==> src/rtl/passcode_encoder.sv <==
// Passcode encoder: maps a decimal digit to a 5-bit code, latches it on code_out
// and sends it MSB first on ser_out, each bit held for BIT_CYCLES clocks.
module passcode_encoder #(
  parameter int BIT_CYCLES = 1
) (
  input  logic       clk,
  input  logic       rst_n,
  input  logic [3:0] digit_in,
  input  logic       digit_valid,
  output logic       digit_ready,
  output logic [4:0] code_out,
  output logic       ser_out,
  output logic       ser_frame,
  output logic       tx_done,
  output logic       err,
  output logic [3:0] digit_count
);

  typedef enum logic {
    IDLE  = 1'b0,
    SHIFT = 1'b1
  } state_t;

  localparam logic [3:0] LAST_T    = 4'(BIT_CYCLES - 1);
  localparam logic [3:0] PRE_T     = 4'(BIT_CYCLES - 2);
  localparam bit         ONE_CYCLE = (BIT_CYCLES == 1);

  function automatic logic [4:0] encode(input logic [3:0] d);
    case (d)
      4'd0:    encode = 5'b00000;
      4'd1:    encode = 5'b00001;
      4'd2:    encode = 5'b10001;
      4'd3:    encode = 5'b10010;
      4'd4:    encode = 5'b01010;
      4'd5:    encode = 5'b01011;
      4'd6:    encode = 5'b11011;
      4'd7:    encode = 5'b11111;
      4'd8:    encode = 5'b01111;
      4'd9:    encode = 5'b01110;
      default: encode = 5'b00000;
    endcase
  endfunction

  state_t     state;
  logic [4:0] shreg;
  logic [2:0] bit_idx;
  logic [3:0] bit_tmr;
  logic [4:0] enc_code;
  logic       legal;

  assign enc_code    = encode(digit_in);
  assign legal       = (digit_in <= 4'd9);
  assign digit_ready = (state == IDLE);
  // The shift register is cleared at frame end, so its MSB is already 0 in IDLE.
  assign ser_out     = shreg[4];

  // NOTE: every register here is assigned with <= so all of them update from
  // the same pre-edge values; a blocking = would leak new values into later lines.
  always_ff @(posedge clk) begin
    if (!rst_n) begin
      state       <= IDLE;
      shreg       <= '0;
      code_out    <= '0;
      bit_idx     <= '0;
      bit_tmr     <= '0;
      ser_frame   <= 1'b0;
      tx_done     <= 1'b0;
      err         <= 1'b0;
      digit_count <= '0;
    end else begin
      err     <= 1'b0;
      tx_done <= 1'b0;
      case (state)
        IDLE: begin
          if (digit_valid) begin
            if (legal) begin
              shreg     <= enc_code;
              code_out  <= enc_code;
              bit_idx   <= 3'd4;
              bit_tmr   <= '0;
              ser_frame <= 1'b1;
              state     <= SHIFT;
            end else begin
              err <= 1'b1;
            end
          end
        end
        SHIFT: begin
          if (bit_tmr == LAST_T) begin
            bit_tmr <= '0;
            if (bit_idx == 3'd0) begin
              state     <= IDLE;
              ser_frame <= 1'b0;
              shreg     <= '0;
              if (digit_count != 4'd15) digit_count <= digit_count + 4'd1;
            end else begin
              bit_idx <= bit_idx - 3'd1;
              shreg   <= {shreg[3:0], 1'b0};
              // With one-cycle bits the last bit is also its own final cycle.
              tx_done <= ONE_CYCLE && (bit_idx == 3'd1);
            end
          end else begin
            bit_tmr <= bit_tmr + 4'd1;
            tx_done <= !ONE_CYCLE && (bit_idx == 3'd0) && (bit_tmr == PRE_T);
          end
        end
        default: state <= IDLE;
      endcase
    end
  end

endmodule

==> config.mk <==
export PLATFORM = sky130hd
export DESIGN_NAME = passcode_encoder
export DESIGN_NICKNAME = d
export VERILOG_FILES = /design/src/rtl/passcode_encoder.sv
export SDC_FILE = /design/constraint.sdc
export NUM_CORES = 1
export LEC_CHECK = 0
export CAP_MARGIN = 20
export CORE_MARGIN = 2
export CORE_UTILIZATION = 56
export DETAILED_ROUTE_END_ITERATION = 10
export HOLD_SLACK_MARGIN = 0.12
export PLACE_DENSITY = 0.83
export SYNTH_ARGS = -nofsm -noshare
export SYNTH_HDL_FRONTEND = slang
export SYNTH_SLANG_ARGS = --single-unit
==> constraint.sdc <==
create_clock -name clk -period 3 [get_ports clk]
set_clock_uncertainty 0.15 [all_clocks]
set_input_delay 0.6 -clock clk [delete_from_list [all_inputs] [get_ports clk]]
set_output_delay 0.6 -clock clk [all_outputs]
set_load 0.01 [all_outputs]
[After elaboration in Yosys (flattened, before gate mapping)]
Memory sizes are Yosys's and may differ from the RTL's.
Index checks and enable logic that the tools add are counted.
Word-level totals
  bits of input ports: 7
  bits in latches: 0
  bits in writable memories: 0
  bits in read-only memories: 80
  register bits: 25
  logic and storage cells: 60
  output and inout bits: 14
  memories kept: 1
Cells by class
  $mul: 0
  eq/ne operators: 7
  add/subtract/negate cells: 3
  multiplexer cells: 25
  magnitude comparators: 1
  divide/modulo/power cells: 0
  shift-type cells: 0
  reduce and logical (&&, ||, !) cells: 10
  bitwise gates (word level): 4
Memory list
  (name not given): depth 16, bits a word 5, read ports 1, clocked after memory_dff 0, wr ports 0, RTL line 29  | case (d)
Operators by type and width (number)
  2-to-1 mux 5 bit: 4
  2-to-1 mux 3 bit: 4
  2-to-1 mux 4 bit: 3
  AND reduction 4 bit: 3
  case mux 5 bit (2 select lines): 1
  2-to-1 mux 1 bit: 9
  adder 4 x 1 -> 4 bit, second input constant: 2
  case mux 4 bit (2 select lines): 1
  != test 2 x 1 -> 1 bit, second input constant: 3
  case mux 3 bit (2 select lines): 1
  AND reduction 3 bit: 2
  less-or-equal comparator 4 bit, second input constant: 1
  zero test 4 bit: 1
  != test 2 bit, second input constant: 2
  != test 4 bit, second input constant: 1
  inverter 1 bit: 4
  case mux 1 bit (2 select lines): 2
  OR reduction 4 bit: 1
  == test 3 x 1 -> 1 bit, second input constant: 1
  zero test 3 bit: 1
  OR reduction 3 bit: 1
  subtractor 3 x 1 -> 3 bit, second input constant: 1
  AND reduction 2 bit: 1

[Logic depth before layout (Yosys ltp)]
  word-level depth: 4
  gate-level depth with buffers: 7
  depth with buffers taken out: 6

[Worst setup path before layout]
OpenSTA, ideal clock, no wires.
  path type: input port to flip-flop
  start point: input port digit_in[1]
  end point: register shreg[3]
  path buffers: 1
  arrival time: 1608 ps
  cell stages on the path: 7
  setup slack: 1126 ps
  library setup time: 116 ps
  required time: 2734 ps
  path through: inv_1 > ha_1 > nor2_1 > o311a_1 > buf_2 > nand4bb_1 > o211a_1
On the way
  longest elaborated chain between the ends: 4
  elaborated cells between the ends (all ways): 7
  those cells by class: order compare (1); eq/ne (1); mux (3); reduce/logical (1); memory (1)
RTL lines
  start: declaration: RTL line 8  | input logic [3:0] digit_in,
  memory read (16 x 5 bit)
  2-to-1 mux 5 bit: RTL line 76  | if (legal) begin
  2-to-1 mux 5 bit: RTL line 75  | if (digit_valid) begin
  case mux 5 bit (2 select lines): RTL line 73  | case (state)
  end signal: assignment: RTL line 77  | shreg <= enc_code;
  end signal: assignment: RTL line 98  | shreg <= {shreg[3:0], 1'b0};
  end: declaration: RTL line 45  | logic [4:0] shreg;
Several ways; a longest one is shown, not always the timed one. The select of a mux whose other input is x is not followed.
A chain may end at the register's enable or synchronous reset.

[Worst setup path after layout]
  start point: register state
  end point: output port digit_ready
On the way
  longest elaborated chain between the ends: 1
RTL lines
  start: declaration: RTL line 44  | state_t state;
  start signal: assignment: RTL line 61  | state <= IDLE;
  start signal: assignment: RTL line 82  | state <= SHIFT;
  start signal: assignment: RTL line 92  | state <= IDLE;
  inverter 1 bit (no line)
  end: declaration: RTL line 10  | output logic digit_ready,
No other way between the ends.

==> reports/qor.txt <==
hold wc startpoint: code_out[0]
clk root buf: clkbuf_4
max_slew headroom: 58.4%
clock power share: 24.3%
Detailed Route WL: 2880 microns
Finished Cell Area: 1560 sq um
DRT Pass-1 Iters: 4
CTS Buf Count: 3
most numerous cell in the Yosys netlist: dfxtp_1
synth unique cells: 46
CTS tree: built
Synth area leader: dfxtp_1
Worst R2R End: bit_idx[1]
initial antenna violation count: 0
largest net degree at the start of global routing: 18
dpl cell area: 1530 sq um
Cells on Worst Hold Path: 2
Skew-Pair Late Insertion Delay: 320 ps
crit start category: flip-flop
H-tree depth: 1
Die W: 52.7 microns
Clock Pin Slew Worst Setup and Hold Paths: 140 ps
wire per inst: 15.3 microns
R2R setup slack: 1020 ps
critical path arrival: 1840 ps
Setup TNS: 0 ps
GRT Util Overall: 23.7%
Pwr Density: 414 nW/um^2
CP Max Fanout: 17
nature of the critical path endpoint: primary output
syn nets: 161
Pleak: 0.645 nW
Fin. Hold Viols: 0
fin worst setup slack: 414 ps
clk sinks: 25
Yosys top cell area share: 37.7%
Initial Utilization: 59.5%
gpl congestion: 0.811
Synth Flop Type: dfxtp_1
Seq/Total Area, Yosys: 37.7%
Synth top cells by count: 25 x dfxtp_1, 17 x nor2_1, 10 x ha_1
Worst Hold End: code_out[0]
synth top area cells: dfxtp_1 38%, ha_1 9.4%, nor2_1 4.8%, inv_1 2.5%, a21oi_1 2.3%
GRT Residual Overflow: 0
Fill cells: 185
vias in the first global route: 1070
status: complete, no violations
DRC Markers: 0
First DRT Iteration DRCs: 23
Reg2Reg Depth: 6
switching power: 0.186 mW
Longest Clk Path Bufs: 2
pre-CTS setup slack: 407 ps
postcts setup bufs: 0
Top Ports: 21
number of synthesized flops with an enable pin: 0
RSZ-0062 raised after global routing: false
Async SR Flop Fraction: 0%
Gate Count Post-Synth: 144
Seq pwr share: 56.8%
Post-Syn Area per Cell: 9.23 sq um
ANT cells: 0
hpwl dp: 2090 microns
CTS resizes: 0
Synth warnings: 0
core area: 2230 sq um
WS Path Type: reg2out
CTS hold repair buffers: 0
# setup viols final: 0
via count: 1141
post-synthesis cell area: 1330 sq um
Die Y: 52.7 microns
Vias/cell: 6.04
sw frac: 28.8%
Pint: 0.458 mW
final net count: 179
cell row count: 17
worst slew pin tran: 623 ps
share of cells above drive strength 1: 9.32%
first-pass GRT wire length: 4920 microns
final worst path period share: 86.2%
Slew Limit Fails: 0
Max Cap Viol: 0
worst hold path class: reg2reg
IO Port Bufs: 20
FMAX: 387 MHz
Die Area: 2780 sq um
Gate power share: 18.9%
Synth Register Bits: 25
Area Overhead vs Synth: 17.1%
maximum vdd drop: 0.000362 V
WP data required: 2250 ps
FF-to-FF Start: bit_tmr[0]
Antenna Violating Nets Remaining: 0
crit path time final: 2590 ps
area by class of cell:
cell class                 count  area, sq um  area share (%)
tap                           28         35.0            2.25
sequential                    25          500            32.2
multi-input combinational    102          753            48.4
timing repair buffer          20          200            12.9
inverter                      10         37.5            2.41
clock buffer                   3         22.5            1.45
clock inverter                 1         7.51           0.482
how the worst max path moves through the flow:
stage	from	end	slack [ps]	cells past startpoint
6_report	state	digit_ready	410	2
5_1_grt	state	digit_ready	340	2
3_3_place_gp	digit_in[1]	shreg[1]	470	7
4_1_cts	state	digit_ready	440	2
3_5_place_dp	digit_in[1]	shreg[1]	410	7
2_1_floorplan	digit_in[1]	shreg[3]	1130	7
sequential cells by signal, summed over array words and instances, names as in the netlist:
register     cells
tx_done          1
err              1
state            1
ser_frame        1
shreg            5
digit_count      4
code_out         5
bit_idx          3
bit_tmr          4
cells in the final DEF, fill, tap and decap left out, types with 2 or more instances in the layout:
cell,n
nor3b_1,2
clkdlybuf4s50_1,20
nor2_1,17
dfxtp_1,25
clkbuf_4,3
o21a_1,2
mux2i_1,2
o211a_1,2
a41oi_1,2
a32oi_1,3
nand2_1,5
a21oi_1,6
and3_1,3
nor2b_1,2
a211oi_1,3
inv_1,9
o221a_2,2
nor3_1,3
nand3_1,5
ha_1,10
nand4_1,3
o311a_1,2
nand2b_1,4
o21ai_0,4
cell families (layout without fill, tap and decap cells):
group                    count (synthesis)  in the layout  share of synthesized area (%)
flip-flops                              25             25                           37.7
multiplexers                             2              2                           1.51
AO/OA/AOI/OAI                           38             38                           23.1
AND/OR/NAND/NOR                         51             51                           22.0
XOR/XNOR                                 1              1                          0.659
buffers and inverters                   17             34                           5.65
adder cells (fa/ha/maj)                 10             10                           9.42
routing by layer:
layer / up-vias / track usage, % / wire (microns)
li1: 566 / - / -
met5: - / 0 / 0
met4: 0 / 8.55 / 53
met2: 28 / 39.0 / 1400
met3: 6 / 4.00 / 109
met1: 541 / 31.1 / 1320
critical path: stages, from the launching register on:
cell	delay [ps]
dfxtp_1	750
inv_2	230
clkdlybuf4s50_1	530
stage by stage:
step                      total power, mW  cells  util, %  hold slack (ps)
after global placement              0.488    185     68.3              300
after floorplan                     0.448    144        -              305
final                               0.644    189     69.7              338
after global routing                0.673    189     69.7              364
after detailed placement            0.493    185     68.3              325
after CTS                           0.646    189     69.7              343
power by group through the flow:
stage                     Combinational, mW  Clock (mW)  Sequential, mW
after floorplan                      0.0789           0           0.369
after global routing                  0.135       0.170           0.368
final                                 0.121       0.157           0.366
after detailed placement              0.121           0           0.372
after CTS                             0.121       0.160           0.365
after global placement                0.116           0           0.371
Power figures use the tool's default switching activity.
